===== src/rtl/mdio_init_seq.sv =====
// rtl/mdio_init_seq.sv - Clause-22 MDIO init sequencer with read-back verify and SiTCP bus handover
module mdio_init_seq #(
    parameter int unsigned CLK_DIV   = 64,
    parameter int unsigned NUM_CMD   = 1,
    parameter logic [((NUM_CMD > 0) ? NUM_CMD : 1)*22-1:0] CMD_LIST = 22'h000140,
    parameter int unsigned MAX_RETRY = 3
) (
    input  logic       CLK,
    input  logic       RST,
    input  logic [4:0] PHY_ADDR,
    output logic       MDC,
    output logic       MDIO_O,
    input  logic       MDIO_I,
    input  logic       SYS_MDC,
    input  logic       SYS_MDIO_OUT,
    input  logic       SYS_MDIO_OE,
    output logic       SYS_MDIO_IN,
    output logic [7:0] CMD_IDX,
    output logic       COMPLETE,
    output logic       ERROR
);

    localparam int unsigned NC    = (NUM_CMD > 0) ? NUM_CMD : 1;
    localparam int unsigned DIV_W = $clog2(CLK_DIV);
    localparam logic [DIV_W-1:0] DIV_MAX = DIV_W'(CLK_DIV - 1);

    typedef enum logic [2:0] {
        S_IDLE, S_WR, S_RD, S_CHECK, S_NEXT, S_GAP, S_DONE
    } state_t;

    state_t           state_q, state_d;
    logic [DIV_W-1:0] div_q, div_d;
    logic             mdc_q, mdc_d;
    logic             mdio_q, mdio_d;
    logic [6:0]       bit_q, bit_d;
    logic [7:0]       idx_q, idx_d;
    logic [3:0]       retry_q, retry_d;
    logic [15:0]      rd_data_q, rd_data_d;
    logic             ta_q, ta_d;
    logic             complete_q, complete_d;
    logic             error_q, error_d;

    logic [21:0] entry;
    logic [63:0] fw;
    logic        div_wrap;
    logic        frame_end;
    logic        last;

    // select the active list entry {verify, regaddr, data}
    always_comb begin
        entry = '0;
        for (int i = 0; i < NC; i++) begin
            if (idx_q == 8'(i)) entry = CMD_LIST[22*i +: 22];
        end
    end

    assign div_wrap  = (div_q == DIV_MAX);
    assign frame_end = (bit_q == 7'd64) && mdc_q && div_wrap;
    assign last      = (idx_q == 8'(NC - 1));

    // sequencer: MDC/bit timing, frame selection, verify and retry decisions
    always_comb begin
        state_d    = state_q;
        div_d      = '0;
        mdc_d      = 1'b0;
        bit_d      = '0;
        idx_d      = idx_q;
        retry_d    = retry_q;
        rd_data_d  = rd_data_q;
        ta_d       = ta_q;
        complete_d = complete_q;
        error_d    = error_q;
        mdio_d     = 1'b1;
        fw         = '1;

        case (state_q)
            S_IDLE: begin
                if (NUM_CMD == 0) begin
                    state_d = S_DONE;
                end else begin
                    // the idle cycle doubles as the first clock of frame bit 0
                    state_d = S_WR;
                    div_d   = DIV_W'(1);
                end
            end
            S_WR, S_RD: begin
                bit_d = bit_q;
                mdc_d = mdc_q;
                if (div_wrap) begin
                    mdc_d = ~mdc_q;
                    if (mdc_q) begin
                        bit_d = bit_q + 7'd1;
                    end else if (state_q == S_RD) begin
                        if (bit_q == 7'd47) ta_d = MDIO_I;
                        if (bit_q[6:4] == 3'b011) rd_data_d = {rd_data_q[14:0], MDIO_I};
                    end
                end else begin
                    div_d = div_q + DIV_W'(1);
                end
                // bit 64 is the idle bit; the frame ends when its MDC high half expires
                if (frame_end) begin
                    bit_d = '0;
                    if (state_q == S_RD) state_d = S_CHECK;
                    else                 state_d = entry[21] ? S_RD : S_NEXT;
                end
            end
            S_CHECK: begin
                if ((rd_data_q == entry[15:0]) && !ta_q) begin
                    retry_d = '0;
                    state_d = S_NEXT;
                end else if (retry_q < 4'(MAX_RETRY)) begin
                    retry_d = retry_q + 4'd1;
                    state_d = S_GAP;
                end else begin
                    error_d = 1'b1;
                    retry_d = '0;
                    state_d = S_NEXT;
                end
            end
            S_NEXT: begin
                if (last) begin
                    state_d    = S_DONE;
                    complete_d = 1'b1;
                end else begin
                    idx_d   = idx_q + 8'd1;
                    state_d = S_GAP;
                end
            end
            S_GAP: begin
                state_d = S_WR;
                div_d   = DIV_W'(1);
            end
            S_DONE: begin
                complete_d = 1'b1;
            end
            default: state_d = S_IDLE;
        endcase

        if (state_d == S_RD) begin
            fw = {32'hFFFF_FFFF, 2'b01, 2'b10, PHY_ADDR, entry[20:16], 2'b11, 16'hFFFF};
        end else begin
            fw = {32'hFFFF_FFFF, 2'b01, 2'b01, PHY_ADDR, entry[20:16], 2'b10, entry[15:0]};
        end
        if ((state_d == S_WR || state_d == S_RD) && !bit_d[6]) begin
            mdio_d = fw[6'd63 - bit_d[5:0]];
        end
    end

    // state and datapath registers with synchronous reset
    always_ff @(posedge CLK) begin
        if (RST) begin
            state_q    <= S_IDLE;
            div_q      <= '0;
            mdc_q      <= 1'b0;
            mdio_q     <= 1'b1;
            bit_q      <= '0;
            idx_q      <= '0;
            retry_q    <= '0;
            rd_data_q  <= '0;
            ta_q       <= 1'b0;
            complete_q <= 1'b0;
            error_q    <= 1'b0;
        end else begin
            state_q    <= state_d;
            div_q      <= div_d;
            mdc_q      <= mdc_d;
            mdio_q     <= mdio_d;
            bit_q      <= bit_d;
            idx_q      <= idx_d;
            retry_q    <= retry_d;
            rd_data_q  <= rd_data_d;
            ta_q       <= ta_d;
            complete_q <= complete_d;
            error_q    <= error_d;
        end
    end

    assign MDC         = complete_q ? SYS_MDC : mdc_q;
    assign MDIO_O      = complete_q ? (SYS_MDIO_OE ? SYS_MDIO_OUT : 1'b1) : mdio_q;
    assign SYS_MDIO_IN = complete_q ? MDIO_I : 1'b1;
    assign CMD_IDX     = idx_q;
    assign COMPLETE    = complete_q;
    assign ERROR       = error_q;

endmodule


===== config.mk =====
export PLATFORM = sky130hd
export DESIGN_NAME = mdio_init_seq
export DESIGN_NICKNAME = d
export VERILOG_FILES = /design/src/rtl/mdio_init_seq.sv
export SDC_FILE = /design/constraint.sdc
export NUM_CORES = 1
export LEC_CHECK = 0
export ABC_AREA = 1
export CORE_UTILIZATION = 50
export CTS_BUF_LIST = sky130_fd_sc_hd__clkbuf_4 sky130_fd_sc_hd__clkbuf_8
export DETAILED_ROUTE_END_ITERATION = 8
export GPL_ROUTABILITY_DRIVEN = 0
export PLACE_DENSITY_LB_ADDON = 0.2
export SKIP_CTS_REPAIR_TIMING = 1
export SLEW_MARGIN = 30
export SYNTH_ARGS = -nofsm -noshare
export SYNTH_HDL_FRONTEND = slang
export SYNTH_SLANG_ARGS = --single-unit

===== constraint.sdc =====
create_clock -name CLK -period 3.53 [get_ports CLK]
set_input_delay 0.5295 -clock CLK [delete_from_list [all_inputs] [get_ports CLK]]
set_output_delay 0.5295 -clock CLK [all_outputs]
set_load 0.02 [all_outputs]

==> results of run 1 <==
==> placed cells by master, fill, tap and decap left out, types with 2 or more instances in the layout <==
cell / instances
nor3b_1: 2
nand3_1: 19
nor4_2: 2
nand2_1: 54
nand2_4: 3
nor2_4: 2
inv_1: 50
o21ai_2: 2
clkdlybuf4s50_1: 23
dfxtp_1: 49
ha_1: 7
nand4_1: 5
a21oi_1: 15
inv_2: 3
nor2_1: 71
nand2_2: 8
o21ai_1: 3
clkbuf_8: 6
o21ai_0: 25
nor2_2: 2
xor2_1: 5
nor3_1: 6
nand3_2: 5
a31oi_1: 2
==> worst max-delay path, cell delays in order (launching register included) <==
cell and delay (ns):
dfxtp_1 0.37, ha_1 0.24, nand3_4 0.14, nor2_8 0.24
nand2_4 0.11, o21ai_1 0.14, nand2_1 0.06, inv_1 0.07
nand3_1 0.11, ha_1 0.30, inv_1 0.03, nand3_1 0.06
nand3_1 0.07, nand2_1 0.06, inv_1 0.04, nand2_1 0.04
nand2_1 0.04, nand2_1 0.06, nand3_2 0.05
==> power breakdown <==
part           internal (W)  switching, W  total (W)
sequential         0.000555    0.00000197   0.000557
combinational     0.0000200     0.0000273  0.0000473
clock              0.000163      0.000168   0.000331
total              0.000738      0.000197   0.000935
==> cells in the mapped netlist (2+ instances only) <==
cell type  instances  area share [%]
a21oi_1           15             2.9
a31oi_1            2            0.49
clkbuf_1           4            0.59
dfxtp_1           49              38
ha_1               7             3.4
inv_1             50             7.3
inv_2              3            0.44
nand2_1           54             7.9
nand2_2            8             2.0
nand2_4            3             1.3
nand3_1           19             3.7
nand3_2            5             2.0
nand4_1            5             1.2
nor2_1            71              10
nor2_2             2            0.49
nor2_4             2            0.88
nor3_1             6             1.2
nor3b_1            2            0.59
nor4_2             2            0.98
o21ai_0           25             4.9
o21ai_1            3            0.59
o21ai_2            2            0.69
xor2_1             5             1.7
==> cell type report <==
type | count | share of cell area, %
clock buffers | 7 | 3.08
inverters | 54 | 6.98
multi-input cells | 248 | 45.6
flip-flops and latches | 49 | 33.6
well taps | 67 | 2.87
repair buffers | 23 | 7.88
==> metrics by stage <==
stage | total power (W) | instances | hold slack, ns | cell area (sq um)
detailed placement | 0.000617 | 441 | 0.435 | 2830
CTS | 0.000947 | 448 | 0.450 | 2920
floorplan | 0.000599 | 358 | 0.419 | 2560
global placement | 0.000616 | 441 | 0.433 | 2830
global route | 0.000980 | 448 | 0.472 | 2920
finish | 0.000935 | 448 | 0.454 | 2920
==> layer usage <==
| layer | global-route usage [%] | vias to the layer above | wire length, microns |
|---|---|---|---|
| met1 | 26.4 | 983 | 2420 |
| met4 | 4.49 | 0 | 27 |
| li1 | - | 1173 | - |
| met2 | 32.3 | 41 | 2190 |
| met5 | 0 | - | 0 |
| met3 | 4.12 | 4 | 169 |
==> flip-flops by register name, indices dropped and copies added (netlist names), 3 cells and up <==
register and cells:
CMD_IDX 8, bit_q 7, rd_data_q 16, retry_q 4
div_q 6, state_q 3
==> logic make-up (layout without fill, tap and decap cells) <==
group           Yosys count  in the layout  synth area share [%]
xor+xnor                  7              7                  2.69
simple gates            184            184                  35.0
fa+ha+maj                 7              7                  3.43
flops                    49             49                  38.4
buf+inv                  61             84                  9.50
compound gates           50             50                  11.0
==> path summary, 6_finish.rpt <==
kind	from	to	slack, ns	depth (start not counted)
setup / recovery	div_q[0]	mdio_q	1.20	18
setup reg to reg	div_q[0]	mdio_q	1.20	18
hold reg to reg	retry_q[2]	retry_q[2]	0.45	2
hold / removal	retry_q[2]	retry_q[2]	0.45	2
==> flow_summary.json, run 1 <==
{
  "status": "finished clean",
  "vias_per_cell": 4.91,
  "syn_to_final_growth_pct": 14.3,
  "syn_inst": 358,
  "finalWorstSetupSlack_ns": 1.20,
  "synth_edf_count": 0,
  "period_minus_slack_ns": 2.33,
  "grt_max_degree": 31,
  "routedWlPerCell_microns": 10.7,
  "rows": 25,
  "timing_worst_setup_path_type": "reg -> reg",
  "skew_ns": 0.00583,
  "hp-class": "reg -> reg",
  "synth-main-ff-cell": "dfxtp_1",
  "leakagePower_nw": 1.29,
  "initial_utilization_pct": 53.1,
  "slew_viol_final": 0,
  "drive_above_1_share_pct": 10.8,
  "grt_usage_pct": 19.7,
  "cts_buffers": 5,
  "power_density_nw_per_um2": 320,
  "grt_antenna_before_repair": 0,
  "dp_hpwl_microns": 3590,
  "cp.required_ns": 3.72,
  "async_flop_share_pct": 0,
  "die_w_microns": 73.5,
  "drt_first_iter_violations": 71,
  "synth_warnings": 0,
  "end_kind": "flop",
  "ys_seq_elements": 49,
  "diodes": 0,
  "multiInputGateArea_sq_um": 1330,
  "cts_tree": "built",
  "yosysSeqAreaShare_pct": 38.4,
  "cts-htree-levels": 2,
  "drc": 0,
  "final_util_pct": 60.6,
  "grt_pass1_wl_microns": 8310,
  "syn-cell-area_sq_um": 2560,
  "vias": 2201,
  "port_buffers": 23,
  "ios": 24,
  "final_nets": 399,
  "dieArea_sq_um": 5400,
  "rsz0062_at_grt": "no",
  "synth.net_count": 376,
  "startpoint_type": "flop",
  "final_hold_viol_count": 0,
  "max_slew_margin_pct": 49.7,
  "first_pass_iters": 5,
  "finalCritPeriodShare_pct": 66.1,
  "clock_sinks": 49,
  "max_slew.worst_pin.slew_ns": 0.754,
  "peakVddDrop_mv": 0.247,
  "worstPathArrival_ns": 2.52,
  "grt_overflow_total": 0,
  "cp_max_fo": 10,
  "cts-root-buf": "clkbuf_8",
  "fmax_mhz": 429,
  "setup_tns_ns": 0,
  "worstSkewPairLatency_ns": 0.29,
  "die_h_microns": 73.5,
  "drt-total-wl_microns": 4810,
  "first_global_vias": 1951,
  "finalSetupViolCount": 0,
  "place_ws_ns": 0.997,
  "ctsLongestPathBuffers": 2,
  "syn_area_per_cell_sq_um": 7.14,
  "n_fill_cell": 482,
  "cap_viol_max_count": 0,
  "ant_nets": 0,
  "clk_pin_slew_ns": 0.08,
  "core-area_sq_um": 4820,
  "seq_area_sq_um": 981,
  "synth_cell_type_count": 37
}
(Power assumes the default switching activity.)
==> run 2, diff against run 1 <==
==> constraint.sdc (replaced) <==
create_clock -name CLK -period 2.2 [get_ports CLK]
set_input_delay 0.33 -clock CLK [delete_from_list [all_inputs] [get_ports CLK]]
set_output_delay 0.33 -clock CLK [all_outputs]
set_load 0.02 [all_outputs]
==> run 2 against run 1 <==
Via count increased by 5.2%. Die area unchanged. Clock power increased by 100%. Maximum frequency increased by 14%. Register-to-register slack got worse by 1.0 ns. Global-route usage increased by 0.60 points. Critical path type unchanged.
==> flow_summary.json, run 2 (same netlist as run 1, synthesis figures left out) <==
{
  "ios": 24,
  "grt_usage_pct": 20.3,
  "slowest_stage": "dfxtp_2",
  "end_kind": "flop",
  "ctsLongestPathBuffers": 2,
  "grt_antenna_before_repair": 0,
  "wl_met2_microns": 2490,
  "cp-startpoint": "bit_q[0]",
  "route.met3.wl_microns": 198,
  "skew_ns": 0.00533,
  "finalSetupViolCount": 0,
  "setup_tns_ns": 0,
  "initial_utilization_pct": 53.1,
  "routedWlPerCell_microns": 11.6,
  "wl_met1_microns": 2660,
  "slowest_delay_ns": 0.33,
  "internal-power_w": 0.00131,
  "die_h_microns": 73.5,
  "finalCritPeriodShare_pct": 92.8,
  "dp_cells": 456,
  "die_w_microns": 73.5,
  "slew_viol_final": 0,
  "fin_cells": 467,
  "worst-path-buf-inv": 5,
  "first_pass_iters": 4,
  "vias_per_cell": 4.96,
  "fmax_mhz": 490,
  "worstPathArrival_ns": 2.24,
  "port_buffers": 23,
  "first_global_vias": 2008,
  "hp-class": "reg -> reg",
  "sw_frac_of_total_pct": 20.8,
  "max_slew_margin_pct": 66.7,
  "crit_family": "simple AND/OR/NAND/NOR gates",
  "final_cell_mix": "nor2_1, nand2_1, dfxtp_1, inv_1, o21ai_0",
  "grt_max_degree": 18,
  "p_switching_w": 0.000343,
  "syn_to_final_growth_pct": 23.7,
  "leakagePower_nw": 1.40,
  "ant_nets": 0,
  "drt-total-wl_microns": 5430,
  "final_hold_viol_count": 0,
  "peakVddDrop_mv": 0.543,
  "grt_overflow_total": 0,
  "clockPowerShare_pct": 40.7,
  "largest_register_ffs": 16,
  "timing_worst_setup_path_type": "reg -> reg",
  "max_slew.worst_pin.slew_ns": 0.495,
  "drive_above_1_share_pct": 20.5,
  "grt_pass1_wl_microns": 8560,
  "cap_viol_max_count": 0,
  "startpoint_type": "flop",
  "clock_sinks": 49,
  "drc": 0,
  "top_layer_used": "met4",
  "dieArea_sq_um": 5400,
  "final_nets": 417,
  "rows": 25,
  "min_from": "retry_q[3]",
  "period_minus_slack_ns": 2.04,
  "layout_commonest_cell": "nor2_1",
  "worstSkewPairLatency_ns": 0.30,
  "hold_ws_ns": 0.446,
  "power_density_nw_per_um2": 523,
  "crit_path_frequent_cell": "nand2_1",
  "pwr-share-seq_pct": 54.1,
  "diodes": 0,
  "top_register": "rd_data_q",
  "cp.required_ns": 2.40,
  "vias": 2315,
  "drt_first_iter_violations": 112,
  "core-area_sq_um": 4820,
  "p_comb_share_pct": 5.2,
  "cp_max_fo": 3,
  "r2r-start": "bit_q[0]",
  "cts_tree": "built",
  "cts_buffers": 5,
  "status": "finished clean",
  "dp_hpwl_microns": 3880,
  "cts-htree-levels": 2,
  "cp_cell_sequence": "inv_2 > ha_4 > nand2_2 > inv_2 > nand2_2 > nor2_4 > nand2_4 > o21ai_2 > nand2_1 > inv_2 > nand3_4 > ha_4 > inv_1 > nand3_1 > nand3_1 > nand2_1 > inv_1 > nand2_1 > nand2_1 > nand2_1 > nand3_2",
  "clk_pin_slew_ns": 0.09,
  "cts-root-buf": "clkbuf_8"
}
run 2: cell types whose count changed in the layout (fill, tap and decap cells not counted), sizes merged:
cell,change
buf,+18
bufinv,+1
run 2: final cells by class:
cell class | instances | area, sq um
clock buffers | 7 | 90.1
clock inverters | 1 | 30.0
fillers | 465 | 1650
inverters | 54 | 204
multi-input cells | 248 | 1400
flip-flops and latches | 49 | 987
well taps | 67 | 83.8
repair buffers | 41 | 365
run 2: metrics by stage:
step | power (W) | worst slack, ns | area (sq um) | util (%)
5_1_grt | 0.00171 | -0.0290 | 3160 | 65.7
4_1_cts | 0.00166 | 0.00813 | 3060 | 63.6
2_1_floorplan | 0.000961 | 0.0302 | 2560 | -
3_3_place_gp | 0.000994 | 0.0769 | 2940 | 61.1
3_5_place_dp | 0.000995 | 0.0143 | 2940 | 61.1
6_report | 0.00165 | 0.158 | 3160 | 65.7
run 2: final timing paths:
check	endpoint	slack (ns)	cells after the start
max	mdio_q	0.16	21
min	retry_q[3]	0.45	2
max reg2reg	mdio_q	0.16	21
min reg2reg	retry_q[3]	0.45	2
run 2: worst register-to-register path, delay by kind of cell (launching register included):
kind | cells | cell delay (ns)
AO/OA/AOI/OAI | 1 | 0.10
buffers and inverters | 5 | 0.28
adder cells (fa/ha/maj) | 2 | 0.40
AND/OR/NAND/NOR | 13 | 0.83
flip-flops | 1 | 0.33
run 2: per-layer routing:
metal / GRT usage [%] / up-vias
li1: - / 1211
met5: 0 / -
met1: 27.0 / 1042
met3: 3.70 / 11
met2: 33.6 / 51
met4: 5.34 / 0
run 2: power groups by stage:
| stage | sequential [W] | combinational [W] | clock [W] |
|---|---|---|---|
| floorplan | 0.000914 | 0.0000471 | 0 |
| global placement | 0.000914 | 0.0000800 | 0 |
| detailed placement | 0.000914 | 0.0000811 | 0 |
| CTS | 0.000893 | 0.0000819 | 0.000685 |
| global route | 0.000895 | 0.0000955 | 0.000720 |
| finish | 0.000894 | 0.0000861 | 0.000673 |
==> run 3, diff against run 2 <==
--- a/config.mk
+++ b/config.mk
@@ -6,7 +6,7 @@
 export NUM_CORES = 1
 export LEC_CHECK = 0
 export ABC_AREA = 1
-export CORE_UTILIZATION = 50
+export CORE_UTILIZATION = 45
 export CTS_BUF_LIST = sky130_fd_sc_hd__clkbuf_4 sky130_fd_sc_hd__clkbuf_8
 export DETAILED_ROUTE_END_ITERATION = 8
 export GPL_ROUTABILITY_DRIVEN = 0
==> run 3 against run 2 <==
Sequential power barely moved. Clock skew up 0.0038 ns. Sequential cell count is the same. Core utilization down 7.9 points. Clock-buffer cell count fell by 2. First-iteration DRC count down 33%. Largest cell class unchanged. Critical path type unchanged. Sequential share of layout area fell by 0.20 points. Largest power group unchanged.
==> flow_summary.json, run 3 (same netlist as run 1, synthesis figures left out) <==
{
  "status": "finished clean",
  "max_slew_margin_pct": 65.0,
  "rsz0062_at_grt": "yes",
  "core-area_sq_um": 5510,
  "finalSetupViolCount": 0,
  "end_kind": "flop",
  "cap_viol_max_count": 0,
  "cp.required_ns": 2.41,
  "final_nets": 418,
  "setup_tns_ns": 0,
  "diodes": 0,
  "leakagePower_nw": 1.41,
  "clock_sinks": 49,
  "drc": 0,
  "final_util_pct": 57.7,
  "port_buffers": 23,
  "drive_above_1_share_pct": 20.7,
  "grt_usage_pct": 18.8,
  "power_density_nw_per_um2": 523,
  "finalCritPeriodShare_pct": 96.2,
  "die_h_microns": 77.4,
  "drt-total-wl_microns": 5330,
  "cp-startpoint": "bit_q[0]",
  "ant_nets": 0,
  "period_minus_slack_ns": 2.12,
  "layout_commonest_cell": "nor2_1",
  "cts-root-buf": "clkbuf_8",
  "final_cell_mix": "nor2_1, nand2_1, dfxtp_1, inv_1, o21ai_0",
  "startpoint_type": "flop",
  "routedWlPerCell_microns": 11.3,
  "timing_worst_setup_path_type": "reg -> reg",
  "top_register": "rd_data_q",
  "first_pass_iters": 4,
  "r2r_setup_slack_ns": 0.08,
  "cts_tree": "built",
  "grt_pass1_wl_microns": 8970,
  "drt_first_iter_violations": 75,
  "final_hold_viol_count": 0,
  "ctsLongestPathBuffers": 2,
  "hp-class": "reg -> reg",
  "skew_ns": 0.00913,
  "fmax_mhz": 473,
  "die_w_microns": 77.4,
  "min_from": "retry_q[3]",
  "syn_to_final_growth_pct": 24.4,
  "dieArea_sq_um": 5990,
  "largest_register_ffs": 16,
  "ios": 24,
  "rows": 27,
  "cts-htree-levels": 2,
  "max_slew.worst_pin.slew_ns": 0.521,
  "grt_overflow_total": 0,
  "cts_buffers": 5,
  "first_global_vias": 2056,
  "worstSkewPairLatency_ns": 0.31,
  "worstPathArrival_ns": 2.32,
  "grt_antenna_before_repair": 0,
  "vias_per_cell": 4.77,
  "clk_pin_slew_ns": 0.10,
  "dp_hpwl_microns": 3920,
  "slew_viol_final": 0,
  "cp_max_fo": 3,
  "initial_utilization_pct": 46.4,
  "r2r-start": "bit_q[0]",
  "vias": 2255,
  "peakVddDrop_mv": 0.295,
  "n_fill_cell": 523,
  "grt_max_degree": 18
}
-- run 3: path summary, 6_finish.rpt --
path	end	cells past startpoint
worst min-delay path	retry_q[3]	2
worst min register to register	retry_q[3]	2
worst max register to register	mdio_q	21
worst max-delay path	mdio_q	21
-- run 3: report_power, final --
group,switching [W],leakage [nW],internal [W]
logic,0.0000470,0.950,0.0000362
registers,0.00000314,0.397,0.000891
clock network,0.000337,0.0591,0.000347
-- run 3: worst max-delay path, cell delays in order, from the launching register on --
cell and delay [ns]:
dfxtp_2 0.33, inv_2 0.08, ha_4 0.13, nand2_1 0.05
inv_1 0.08, nand2_2 0.06, nor2_4 0.14, nand2_4 0.07
o21ai_2 0.10, nand2_1 0.07, inv_2 0.07, nand3_4 0.09
ha_4 0.28, inv_2 0.03, nand3_2 0.07, nand3_2 0.05
nand2_1 0.05, inv_1 0.04, nand2_1 0.04, nand2_1 0.04
nand2_1 0.06, nand3_2 0.05
-- run 3: per-stage QoR --
stage | power (W) | area, sq um | hold WS, ns | cells | setup slack (ns)
final | 0.00166 | 3180 | 0.442 | 473 | 0.0844
after CTS | 0.00167 | 3070 | 0.444 | 470 | 0.0192
after global routing | 0.00173 | 3180 | 0.458 | 473 | -0.0843
after global placement | 0.000994 | 2960 | 0.431 | 462 | 0.0837
after floorplan | 0.000961 | 2560 | 0.399 | 358 | 0.0302
after detailed placement | 0.000995 | 2960 | 0.428 | 462 | 0.0479
-- run 3: cell type report --
| type | instances | area (sq um) | share of cell area (%) |
|---|---|---|---|
| Clock inverter | 3 | 47.5 | 1.50 |
| Timing Repair Buffer | 42 | 373 | 11.7 |
| Tap cell | 72 | 90.1 | 2.83 |
| Inverter | 54 | 204 | 6.41 |
| Clock buffer | 5 | 68.8 | 2.16 |
| Multi-Input combinational cell | 248 | 1410 | 44.4 |
| Sequential cell | 49 | 986 | 31.0 |
-- run 3: per-layer routing --
metal	wire, microns	global-route usage [%]
met1	2680	24.6
met2	2410	30.3
met3	147	4.24
met4	92	6.42
met5	0	0
==> RTL change, RTL diff (flow settings as in run 1) <==
The parameter `CLK_DIV` goes from 64 to 32.
--- a/src/rtl/mdio_init_seq.sv
+++ b/src/rtl/mdio_init_seq.sv
@@ -1,5 +1,5 @@
 // rtl/mdio_init_seq.sv - Clause-22 MDIO init sequencer with read-back verify and SiTCP bus handover
 module mdio_init_seq #(
-    parameter int unsigned CLK_DIV   = 64,
+    parameter int unsigned CLK_DIV   = 32,
     parameter int unsigned NUM_CMD   = 1,
     parameter logic [((NUM_CMD > 0) ? NUM_CMD : 1)*22-1:0] CMD_LIST = 22'h000140,
Check against the original RTL: no difference found for any inputs over 10 cycles, from zero or initial values and one cycle with RST high; that may be too few to reach the edited logic, so the function may still have changed.
==> RTL change against run 1 <==
Sequential power decreased by 2%. Global-route usage up 1.7 points. Synthesized area is 4.7% lower. Core utilization shrank 0.49 points. Design area is 3.4% lower. Total power up 7.3%. Sequential cell count down 1. Worst setup slack lost 0.23 ns. Fmax shrank 8.8%. Wire length is 6.2% higher. Combinational power decreased by 24%.
==> RTL change: results (changes against run 1) <==
metric	value	unit	change
Largest Register	rd_data_q		unchanged
clk_skew	0.00783	ns	was 0.00583 ns
TritonCTS buffer count	5		unchanged
asr flop ratio synth	0	%	unchanged
largest net degree at the start of global routing	32		was 31
htree depth	2		unchanged
Synth Warn #	0		unchanged
post-detail-place hpwl	3.63	mm	was 3.59 mm
n_diodes	0		unchanged
TritonRoute pass-1 iters	4		was 5
final wirelength	5.11	mm	was 4.81 mm
share of cells above drive strength 1	11.0	%	was 10.8%
worst skew pair latency	0.31	ns	was 0.29 ns
vias	2222		was 2201
max reg flops	16		unchanged
initial drt markers	147		was 71
VDD IR-drop max	0.282	mV	was 0.247 mV
WP data arrival	2.81	ns	was 2.52 ns
sequential area share after synthesis	39.4	%	was 38.4%
Yosys cell types	36		was 37
outcome	complete, no violations		unchanged
clock root buffer	clkbuf_8		unchanged
min-delay worst type	flip-flop to flip-flop		unchanged
NumNets Final	381		was 399
worst slew pin tran	0.480	ns	was 0.754 ns
final setup vio count	0		unchanged
initial antenna violation count	0		unchanged
global-route wire length before repair	8.60	mm	was 8.31 mm
slowest cell delay on critical path	0.36	ns	
syn_nets	357		was 376
total track usage	21.3	%	was 19.7%
Crit-path slowest cell	dfxtp_1		unchanged
Setup WS pre-CTS	0.986	ns	was 0.997 ns
Max Root-Sink Buffers	2		unchanged
Port Buf Inserts	23		unchanged
vias in the first global route	1988		was 1951
worst-path fanout max	7		was 10
Worst-path clk slew	0.09	ns	
Synth top cells by count	nand2_1, dfxtp_1, nor2_1, inv_1, nand3_1		was nor2_1, nand2_1, inv_1, dfxtp_1, o21ai_0
static leakage	0.00114	uW	was 0.00129 uW
fillcell total	454		was 482
Synth area leaders	dfxtp_1, nand2_1, nand3_1		was dfxtp_1, nor2_1, nand2_1
-- RTL change: changes by cell type in the layout (fill, tap and decap cells not counted), sizes merged, moves of 2 or more --
cell,before,now
nand2,65,71
nor4,2,0
o21ai,30,11
nor2,76,44
nand4,5,7
a21oi,16,28
buf,0,2
nand3,25,40
inv,53,45
nor3,7,11
-- RTL change: routing by layer --
layer / part of all wire [%] / track usage, % / vias up
li1: - / - / 1151
met1: 46 / 27.7 / 1027
met2: 48 / 34.5 / 38
met3: 4.2 / 4.78 / 6
met4: 1.5 / 8.50 / 0
met5: 0 / 0 / -
-- RTL change: cell families after synthesis --
family          share of synthesized area [%]
compound gates                           10.3
mux                                     0.462
xor+xnor                                 1.80
flops                                    39.4
buf+inv                                  8.93
fa+ha+maj                                4.11
simple gates                             35.0
-- RTL change: power breakdown --
group | switching, uW | total (uW) | internal, uW
sequential | 2.05 | 545 | 543
clock | 190 | 422 | 232
combinational | 20.1 | 35.8 | 15.7
total | 212 | 1000 | 790
-- RTL change: worst paths after layout --
path	end	slack, ns	start	cells after the start
worst min-delay path	retry_q[3]	0.46	retry_q[3]	2
worst min register to register	retry_q[3]	0.46	retry_q[3]	2
worst max-delay path	mdio_q	0.97	div_q[0]	17
worst max register to register	mdio_q	0.97	div_q[0]	17
-- RTL change: worst max-delay path: cells and delay by family (launching register included) --
| kind | cells | cell delay (ns) |
|---|---|---|
| AND/OR/NAND/NOR | 12 | 1.05 |
| adder cells (fa/ha/maj) | 3 | 0.78 |
| flip-flops | 1 | 0.36 |
| AO/OA/AOI/OAI | 2 | 0.32 |
-- RTL change: area by class of cell --
class                   instances  area (um2)  area share (%)
clock buffers                   6        82.6            2.93
clock inverters                 2        38.8            1.37
inverters                      45         169            5.98
multi-input cells             237        1260            44.6
flip-flops and latches         48         961            34.0
well taps                      54        67.6            2.39
repair buffers                 25         245            8.69
-- RTL change: stage by stage --
| stage | total power (uW) | area (um2) | cells |
|---|---|---|---|
| 2_1_floorplan | 576 | 2440 | 338 |
| 3_3_place_gp | 593 | 2700 | 409 |
| 3_5_place_dp | 593 | 2700 | 409 |
| 4_1_cts | 1010 | 2820 | 417 |
| 5_1_grt | 1040 | 2820 | 417 |
| 6_report | 1000 | 2820 | 417 |
